`config.mk`:
```
export PLATFORM = sky130hd
export DESIGN_NAME = pc_unit
export DESIGN_NICKNAME = d
export VERILOG_FILES = /design/src/rtl/pc_unit.sv
export SDC_FILE = /design/constraint.sdc
export NUM_CORES = 1
export LEC_CHECK = 0
export BUFFER_PORTS_ARGS = -buffer_cell sky130_fd_sc_hd__buf_2
export CAP_MARGIN = 0
export CORE_UTILIZATION = 25
export DETAILED_ROUTE_END_ITERATION = 12
export PLACE_DENSITY = 0.65
export SYNTH_ARGS = -nofsm -noshare
export SYNTH_HDL_FRONTEND = slang
export SYNTH_SLANG_ARGS = --single-unit
```
`constraint.sdc`:
```
create_clock -name clk -period 3.05 [get_ports clk]
set_input_delay 0.1525 -clock clk [delete_from_list [all_inputs] [get_ports clk]]
set_output_delay 0.1525 -clock clk [all_outputs]
set_load 0.01 [all_outputs]
```
`src/rtl/pc_unit.sv`:
```
// -----------------------------------------------------------------------------
// pc_unit -- program-counter unit for the Mano-style CPU.
//
// Owns the PC register and decides each cycle whether to clear, load or
// increment it from the timing signals, decoded opcode and skip conditions.
// Optional branch-trace FIFO records non-sequential PC changes.
//
// Build option: define PC_TRACE_EN to implement the trace FIFO; without it
// trace_valid/trace_data/trace_ovf are tied to 0 and trace_ready is ignored.
//
// Ports:
//   clk, rst_n            clock, asynchronous active-low reset
//   stall                 freeze PC and trace push this cycle
//   t, d                  one-hot timing T0..T7 and decoded opcode D0..D7
//   i, r                  IR[15] indirect bit, interrupt-cycle flip-flop
//   ir_b, dr, ac          IR low bits, data register, accumulator
//   e, fgi, fgo           E flag, input/output flags
//   ar                    PC load source
//   pc                    program counter
//   pc_clr/pc_inr/pc_load action taken this cycle (combinational)
//   skip                  increment caused by a skip condition
//   trace_valid/ready     trace FIFO pop handshake
//   trace_data            {cause[1:0], from_pc}; 0=skip 1=BUN 2=BSA 3=interrupt
//   trace_ovf             sticky, a trace entry was dropped
// -----------------------------------------------------------------------------
module pc_unit #(
    parameter int ADDR_W      = 12,
    parameter int DATA_W      = 16,
    parameter int INT_BASE    = 0,
    parameter int TRACE_DEPTH = 8
) (
    input  logic              clk,
    input  logic              rst_n,
    input  logic              stall,
    input  logic [7:0]        t,
    input  logic [7:0]        d,
    input  logic              i,
    input  logic              r,
    input  logic [DATA_W-1:0] ir_b,
    input  logic [DATA_W-1:0] dr,
    input  logic [DATA_W-1:0] ac,
    input  logic              e,
    input  logic              fgi,
    input  logic              fgo,
    input  logic [ADDR_W-1:0] ar,
    output logic [ADDR_W-1:0] pc,
    output logic              pc_clr,
    output logic              pc_inr,
    output logic              pc_load,
    output logic              skip,
    output logic              trace_valid,
    input  logic              trace_ready,
    output logic [ADDR_W+1:0] trace_data,
    output logic              trace_ovf
);

    logic [ADDR_W-1:0] pc_reg;

    logic clr_req, load_req, seq_inc, isz_skip, reg_skip, io_skip, skip_req;

    // Raw requests, before priority and stall gating
    assign clr_req  = r & t[1];
    assign load_req = (d[4] & t[4]) | (d[5] & t[5]);
    assign seq_inc  = (~r & t[1]) | (r & t[2]);
    assign isz_skip = d[6] & t[6] & (dr == '0);
    assign reg_skip = d[7] & ~i & t[3] &
                      ((ir_b[4] & ~ac[DATA_W-1]) |
                       (ir_b[3] &  ac[DATA_W-1]) |
                       (ir_b[2] & (ac == '0))    |
                       (ir_b[1] & ~e));
    assign io_skip  = d[7] & i & t[3] & ((ir_b[9] & fgi) | (ir_b[8] & fgo));
    assign skip_req = isz_skip | reg_skip | io_skip;

    // clear > load > increment; only the winner's strobe is raised
    assign pc_clr  = ~stall & clr_req;
    assign pc_load = ~stall & ~clr_req & load_req;
    assign pc_inr  = ~stall & ~clr_req & ~load_req & (seq_inc | skip_req);
    assign skip    = pc_inr & skip_req;

    always_ff @(posedge clk or negedge rst_n) begin
        if (!rst_n) begin
            pc_reg <= '0;
        end else if (pc_clr) begin
            pc_reg <= ADDR_W'(INT_BASE);
        end else if (pc_load) begin
            pc_reg <= ar;
        end else if (pc_inr) begin
            pc_reg <= pc_reg + 1'b1;   // wraps silently
        end
    end

    assign pc = pc_reg;

`ifdef PC_TRACE_EN
    localparam int PW = $clog2(TRACE_DEPTH);
    localparam int TW = ADDR_W + 2;

    logic [TW-1:0] trace_mem [TRACE_DEPTH];
    logic [PW:0]   wr_ptr_reg, rd_ptr_reg;   // extra MSB distinguishes full/empty
    logic          ovf_reg;
    logic          fifo_empty, fifo_full, push, pop, push_ok;
    logic [1:0]    cause;

    assign fifo_empty = (wr_ptr_reg == rd_ptr_reg);
    assign fifo_full  = (wr_ptr_reg[PW] != rd_ptr_reg[PW]) &&
                        (wr_ptr_reg[PW-1:0] == rd_ptr_reg[PW-1:0]);

    // Strobes already carry the stall gating, so a stalled cycle never pushes
    assign push    = pc_clr | pc_load | skip;
    assign pop     = ~fifo_empty & trace_ready;
    // A pop on the same edge frees the slot the push lands in
    assign push_ok = push & (~fifo_full | pop);

    assign cause = pc_clr  ? 2'd3 :
                   pc_load ? ((d[4] & t[4]) ? 2'd1 : 2'd2) :
                             2'd0;

    always_ff @(posedge clk) begin
        if (push_ok) begin
            trace_mem[wr_ptr_reg[PW-1:0]] <= {cause, pc_reg};
        end
    end

    always_ff @(posedge clk or negedge rst_n) begin
        if (!rst_n) begin
            wr_ptr_reg <= '0;
            rd_ptr_reg <= '0;
            ovf_reg    <= 1'b0;
        end else begin
            if (push_ok) begin
                wr_ptr_reg <= wr_ptr_reg + 1'b1;
            end
            if (pop) begin
                rd_ptr_reg <= rd_ptr_reg + 1'b1;
            end
            if (push & ~push_ok) begin
                ovf_reg <= 1'b1;
            end
        end
    end

    assign trace_valid = ~fifo_empty;
    // Forced to 0 when empty so stale or uninitialised storage never leaks out
    assign trace_data  = fifo_empty ? '0 : trace_mem[rd_ptr_reg[PW-1:0]];
    assign trace_ovf   = ovf_reg;

    logic unused_ok;
    assign unused_ok = &{1'b0, ir_b[DATA_W-1:10], ir_b[7:5], ir_b[0], d[3:0], t[7], t[0]};
`else
    assign trace_valid = 1'b0;
    assign trace_data  = '0;
    assign trace_ovf   = 1'b0;

    logic unused_ok;
    assign unused_ok = &{1'b0, ir_b[DATA_W-1:10], ir_b[7:5], ir_b[0], d[3:0], t[7], t[0],
                         trace_ready};
`endif

endmodule

```
=== Yosys cells after proc, flatten, opt, wreduce, memory -nomap -nowiden ===
Index checks and enable logic that the tools add are counted.

* Flip-flop bits (word level): 12
* Input bits: 85
* Output and inout bits: 32
* Word-level logic and storage cells: 49

* Add/subtract/negate cells: 1
* Multiplexer cells: 3
* Bitwise logic cells: 41
* Reductions and logical operators: 3

{| class="wikitable"
|+ Operator list
! kind !! count
|-
| $mux 12 || 3
|-
| $logic_not 16->1 || 2
|-
| $and 1x1->1 || 25
|-
| $add 12x1->12 const B || 1
|-
| $or 1x1->1 || 9
|-
| $not 1->1 || 7
|-
| $reduce_bool 3->1 || 1
|}

=== Longest topological paths before layout ===
Gate-level depths: netlist of run 1.

* Depth after elaboration: 13
* Depth in mapped cells: 6

=== Worst setup path before layout of run 1 ===
Ideal clock, no wire load.

* Path kind: reg-to-reg
* Start point: reg pc_reg[0] (netlist: pc[0])
* End point: reg pc_reg[10] (netlist: pc[10])
* Arrival time: 1.631 ns
* Slack: 1.298 ns
* Cell stages (with the launch flop): 7
* Clock period less this slack: 1.752 ns
* Cell sequence: dfrtp_1 ha_1 and3_1 and3_1 and4_1 a22o_1 a32o_1

* Longest elaborated chain between the ends: 4

{| class="wikitable"
|+ RTL lines
! what !! line !! RTL
|-
| from (decl) || 57 || <nowiki>logic [ADDR_W-1:0] pc_reg;</nowiki>
|-
| from (signal assigned) || 84 || <nowiki>pc_reg <= ADDR_W'(INT_BASE);</nowiki>
|-
| from (signal assigned) || 86 || <nowiki>pc_reg <= ar;</nowiki>
|-
| from (signal assigned) || 88 || <nowiki>pc_reg <= pc_reg + 1'b1;</nowiki>
|-
| $add 12x1->12 || 88 ||
|-
| $mux 12 || 87 || <nowiki>end else if (pc_inr) begin</nowiki>
|-
| $mux 12 || 85 || <nowiki>end else if (pc_load) begin</nowiki>
|-
| $mux 12 || 83 || <nowiki>end else if (pc_clr) begin</nowiki>
|}

Every way passes these cells. The select of a mux whose other input is x is not followed.
A chain may end at the register's enable or synchronous reset.

=== Worst setup path after layout of run 1 ===
Ends and elaborated chain as after synthesis.

==> flow_summary.ini, run 1 <==
[timing]
finalSetupTns_ns = 0
rsz0062_at_grt = no
period_minus_slack_ns = 1.88
slew_violations = 0
final.setup_skew_ns = 0.00132
slew_headroom = 0.605
final_hold_viol_count = 0
setup-violations-final = 0
period_share = 0.617
fmax_mhz = 532
worst_pin_slew_ns = 0.592

[synth]
synth_warnings = 0
synth_edf_count = 0
post-synth-top-count-cell = buf_4
netlist_instances = 145
seq_area_frac_synth = 0.247
synth_top_cell_area_share = 0.247
synthDistinctLibCells = 43
synth-main-ff-cell = dfrtp_1
netlist_area_sq_um = 1210
syn_area_per_cell_sq_um = 8.37
ys_top_cells_by_area = dfrtp_1 (25%), buf_4 (11%), a32o_1 (8.2%)
async_reset_ff_frac = 1.00
yosys.area.top_type = dfrtp_1
ys_ff_latch = 12
synthTopCellsByCount = buf_4 (18), dfrtp_1 (12), nand2_1 (12)

[worst_setup_path]
worst_path_most_repeated_cell = and3_1
slowest_delay_ns = 0.45
worstRegToRegCells = 6
crit_chain = ha_1 > and3_1 > and3_1 > and4_1 > a22o_1 > a32o_1
cp-startpoint = pc[0]$_DFFE_PN0P_
reg2reg_to = pc[10]$_DFFE_PN0P_
criticalPathCategory = flip-flop to flip-flop
cp.required_ns = 3.18
cp.arrival_ns = 2.01
rrSetupSlack_ns = 1.17
start_kind = flip-flop
critical_path.endpoint = pc[10]$_DFFE_PN0P_
critPathMaxFanout = 7
slowest_stage = dfrtp_1
cp-end-kind = flip-flop
timing.rr.start = pc[0]$_DFFE_PN0P_

[clocking]
cts_made_buffers = 3
clk-insertion-delay-late_ns = 0.24
clock_tree.root_cell = clkbuf_8
cts_tree = yes
h-tree-depth = 1
clk_path_buf_depth = 2
clk_pin_slew_ns = 0.05
cts_num_sinks = 12

[finish]
fin_cells = 280
largest_register_ffs = 12
drive_above_1_share = 0.430
nets = 315
diodes = 0
synthToLayoutAreaGrowth_pct = 37.8

[hold_path]
hold_depth = 4
hold_class = input pin to flip-flop

[route]
highest_layer = met4
drc_errors = 0
wirelength_microns = 3580
ant_nets = 0
first_iter_violations = 47
route.met2.wl_microns = 1810
dr.pass1.iters = 4
wl_met1_microns = 1590
via_per_inst = 5.03
post_drt_wl_per_cell_microns = 12.8
num_vias = 1407
met3_length_microns = 130

[global_routing]
grtUsageTotal = 0.148
grt_pass1_wl_microns = 6080
grt_overflow = 0
grt_antenna_before_repair = 0
grt_pass1_vias = 1407
grt_max_degree = 22

[power_and_ir_drop]
leakage_nw = 0.830
vdd.ir_drop.worst_uv = 124
powerDensity_nw_per_um2 = 352

[floorplanning]
start_util = 0.269
io_pins = 117
die_w_microns = 71.7
die_area_sq_um = 5140
rows = 24
die_h_microns = 71.7
core_sq_um = 4500

[place]
dp_cells = 275
place.gp.congestion = 0.774
portBuffers = 83
dpl.hpwl_microns = 2850

[flow_run]
maxCapViolCount = 0

[status]
status = finished clean
-- worst min path at each step --
stage          start                 end
6_report       ar[9]   pc[9]$_DFFE_PN0P_
3_5_place_dp   rst_n  pc[10]$_DFFE_PN0P_
3_3_place_gp   rst_n  pc[10]$_DFFE_PN0P_
4_1_cts        ar[9]   pc[9]$_DFFE_PN0P_
5_1_grt        ar[3]   pc[3]$_DFFE_PN0P_
2_1_floorplan  rst_n   pc[0]$_DFFE_PN0P_
-- critical path, delay by kind of cell, from the launching register on --
kind	cells	cell delay [ns]
and+or+nand+nor	3	0.66
DFF	1	0.45
AOI/OAI and AO/OA	2	0.37
adders and majority gates	1	0.28
-- placed cells by master, fill, tap and decap left out, types with 2 or more instances in the layout --
cell type   n
o31ai_1     4
a32o_1     10
o21ai_1     2
o41ai_1     2
nand3_1     6
nor2_2      2
a22o_1      2
a22oi_1     2
o21ai_0     3
mux2i_1     3
o21a_1      2
nor2_1     11
o211ai_1    8
nand2b_1    3
and3_1      6
and2_1      3
buf_2      83
clkbuf_8    4
nand2_1    12
nor3_1      3
buf_4       2
a21oi_1     4
conb_1     16
nor4_1      4
dfrtp_1    12
-- metrics by stage --
| stage | worst slack (ns) | area [sq um] | utilization | hold WS [ns] | power [mW] |
|---|---|---|---|---|---|
| 2_1_floorplan | 1.30 | 1270 | - | -0.143 | 0.336 |
| 3_3_place_gp | 1.06 | 1610 | 0.357 | 0.0457 | 0.415 |
| 3_5_place_dp | 1.07 | 1610 | 0.357 | 0.0480 | 0.418 |
| 4_1_cts | 1.18 | 1670 | 0.371 | 0.227 | 0.593 |
| 5_1_grt | 1.09 | 1670 | 0.371 | 0.247 | 0.630 |
| 6_report | 1.17 | 1670 | 0.371 | 0.223 | 0.588 |
-- cell families (layout without fill, tap and decap cells) --
family / Yosys count / after routing / share of synthesized area
other: 1 / 16 / 0.00309
adder cells (fa/ha/maj): 1 / 1 / 0.0103
AO/OA/AOI/OAI: 46 / 46 / 0.303
flip-flops: 12 / 12 / 0.247
multiplexers: 4 / 4 / 0.0340
buffers and inverters: 22 / 90 / 0.130
AND/OR/NAND/NOR: 59 / 59 / 0.272
-- layer usage --
| layer | vias up | GRT usage |
|---|---|---|
| met5 | - | 0 |
| met4 | 0 | 0.0479 |
| met3 | 4 | 0.0267 |
| met2 | 37 | 0.274 |
| met1 | 664 | 0.171 |
| li1 | 702 | - |
-- timing repair --
item / CTS / global route
gates resized for setup: 0 / 0
buffers inserted: 0 / 0
hold endpoints to repair: 12 / 0
hold buffers: 1 / 0
-- final cells by class --
class,instances,area (sq um)
Clock buffer,4,55.1
Sequential cell,12,300
Fill cell,487,2830
Tap cell,52,65.1
Timing Repair Buffer,86,440
Multi-Input combinational cell,126,812
-- where the power goes --
group	internal [mW]	leakage (nW)	total [mW]	switching, mW
clock	0.114	0.0288	0.172	0.0583
sequential	0.181	0.161	0.213	0.0313
combinational	0.0981	0.640	0.204	0.106
total	0.393	0.830	0.588	0.195
Note: power is estimated with default switching activity, not from simulation.
==> inputs of run 2 (changes only) <==
==> constraint.sdc (replaced) <==
create_clock -name clk -period 1.9 [get_ports clk]
set_input_delay 0.095 -clock clk [delete_from_list [all_inputs] [get_ports clk]]
set_output_delay 0.095 -clock clk [all_outputs]
set_load 0.01 [all_outputs]
==> run 2 against run 1 <==
- utilization is 1.6 points higher
- sequential power increased by 52%
- clock power rose by 64%
- non-clock buffer count is 8 higher
- cell count is 2.9% higher
- register-to-register slack worse by 1.1 ns
- hold slack worse by 0.058 ns
- worst setup slack worse by 1.1 ns
- final area grew 4.3%
- first-iteration DRC count up 36%
- wire length is 6.3% higher
- clock skew rose by 0.0017 ns
==> flow_summary.ini, run 2 (same netlist as run 1, synthesis figures left out) <==
[status]
status = finished clean

[global_routing]
grtUsageTotal = 0.160
grt_overflow = 0
grt_antenna_before_repair = 0
grt_max_degree = 15
grt_pass1_vias = 1430
grt_pass1_wl_microns = 6560

[flow_run]
maxCapViolCount = 0

[worst_setup_path]
cp-startpoint = pc[0]$_DFFE_PN0P_
rrSetupSlack_ns = 0.11
critPathMaxFanout = 4
cp.required_ns = 2.03
cp-end-kind = flip-flop
worstRegToRegCells = 6
critical_path.endpoint = pc[10]$_DFFE_PN0P_
criticalPathCategory = flip-flop to flip-flop
cp.arrival_ns = 1.92
timing.rr.start = pc[0]$_DFFE_PN0P_
reg2reg_to = pc[10]$_DFFE_PN0P_
start_kind = flip-flop

[clocking]
clock_tree.root_cell = clkbuf_8
clk_pin_slew_ns = 0.06
post_cts_buffers = 0
clk_path_buf_depth = 2
cts_made_buffers = 3
cts_tree = yes
clk-insertion-delay-late_ns = 0.24
cts_resized = 0
cts_num_sinks = 12
h-tree-depth = 1
cts_hold_repair.buffers = 1

[route]
first_iter_violations = 64
post_drt_wl_per_cell_microns = 13.2
drc_errors = 0
num_vias = 1436
ant_nets = 0
via_per_inst = 4.99
wirelength_microns = 3800
dr.pass1.iters = 4

[power_and_ir_drop]
switching_share = 0.329
switchingPower_uw = 328
p_int_uw = 669
combPwrFrac = 0.393
p_clk_frac = 0.282
leakage_nw = 0.874
powerDensity_nw_per_um2 = 571
power_frac_seq = 0.325
vdd.ir_drop.worst_uv = 243

[floorplanning]
rows = 24
start_util = 0.269
core_sq_um = 4500
die_w_microns = 71.7
io_pins = 117
die_area_sq_um = 5140
die_h_microns = 71.7

[place]
dp_slack_ns = 0.121
portBuffers = 83
dpl.hpwl_microns = 3020
place.gp.congestion = 0.810

[finish]
diodes = 0
fillers = 478
drive_above_1_share = 0.449
ff_latch_area_sq_um = 300
synthToLayoutAreaGrowth_pct = 43.8
final_cell_mix = buf_2 (83), conb_1 (16), nand2_1 (12), dfrtp_1 (12), nor2_1 (11)
multi_input_comb_area_sq_um = 812
nets = 323
largest_register_ffs = 12
final_common_cell = buf_2

[timing]
slew_violations = 0
finalSetupTns_ns = 0
rsz0062_at_grt = no
final.setup_skew_ns = 0.00303
setup-violations-final = 0
period_minus_slack_ns = 1.79
fmax_mhz = 560
period_share = 0.940
layout_setup_ws_ns = 0.113
final_hold_viol_count = 0

[hold_path]
hold_class = input pin to flip-flop
## run 2: changes by cell type in the layout (fill, tap and decap cells not counted)
cell	delta
buf_12	+1
buf_4	+7
## run 2: critical path, cell delays in order (launching register included)
cell and delay (ns):
dfrtp_1 0.38, ha_1 0.25, and3_1 0.21, and3_1 0.23
and4_1 0.23, a22o_1 0.18, a32o_1 0.19
## run 2: worst min-delay path by stage
stage | start | endpoint | slack, ns | cells after the start
6_report | ar[9] | pc[9]$_DFFE_PN0P_ | 0.17 | 4
5_1_grt | ar[6] | pc[6]$_DFFE_PN0P_ | 0.20 | 4
4_1_cts | ar[9] | pc[9]$_DFFE_PN0P_ | 0.16 | 4
3_5_place_dp | rst_n | pc[10]$_DFFE_PN0P_ | -0.01 | 1
3_3_place_gp | rst_n | pc[10]$_DFFE_PN0P_ | -0.009 | 1
2_1_floorplan | rst_n | pc[0]$_DFFE_PN0P_ | -0.20 | 0
## run 2: layout make-up
cell class              instances  share of cell area
clock buffers                   4              0.0315
multi-input cells             126               0.465
flip-flops and latches         12               0.172
well taps                      52              0.0373
repair buffers                 94               0.294
## run 2: power by group through the flow
stage | Sequential (mW) | Combinational (mW) | Clock, mW
floorplan | 0.351 | 0.188 | 0
global route | 0.331 | 0.439 | 0.298
global placement | 0.326 | 0.385 | 0
finish | 0.324 | 0.392 | 0.282
CTS | 0.324 | 0.395 | 0.286
detailed placement | 0.328 | 0.392 | 0
## run 2: routing by layer
layer | wire length [microns] | global-route usage
met1 | 1570 | 0.202
met2 | 1990 | 0.268
met3 | 204 | 0.0338
met4 | 42 | 0.0610
met5 | 0 | 0
## run 2: stage by stage
step	cell area [sq um]	power [mW]	instances	hold slack [ns]	util
floorplan	1270	0.540	160	-0.201	-
global placement	1680	0.711	283	-0.00856	0.373
detailed placement	1680	0.720	283	-0.0119	0.373
CTS	1750	1.00	288	0.164	0.388
global route	1750	1.07	288	0.197	0.388
finish	1750	0.997	288	0.165	0.388
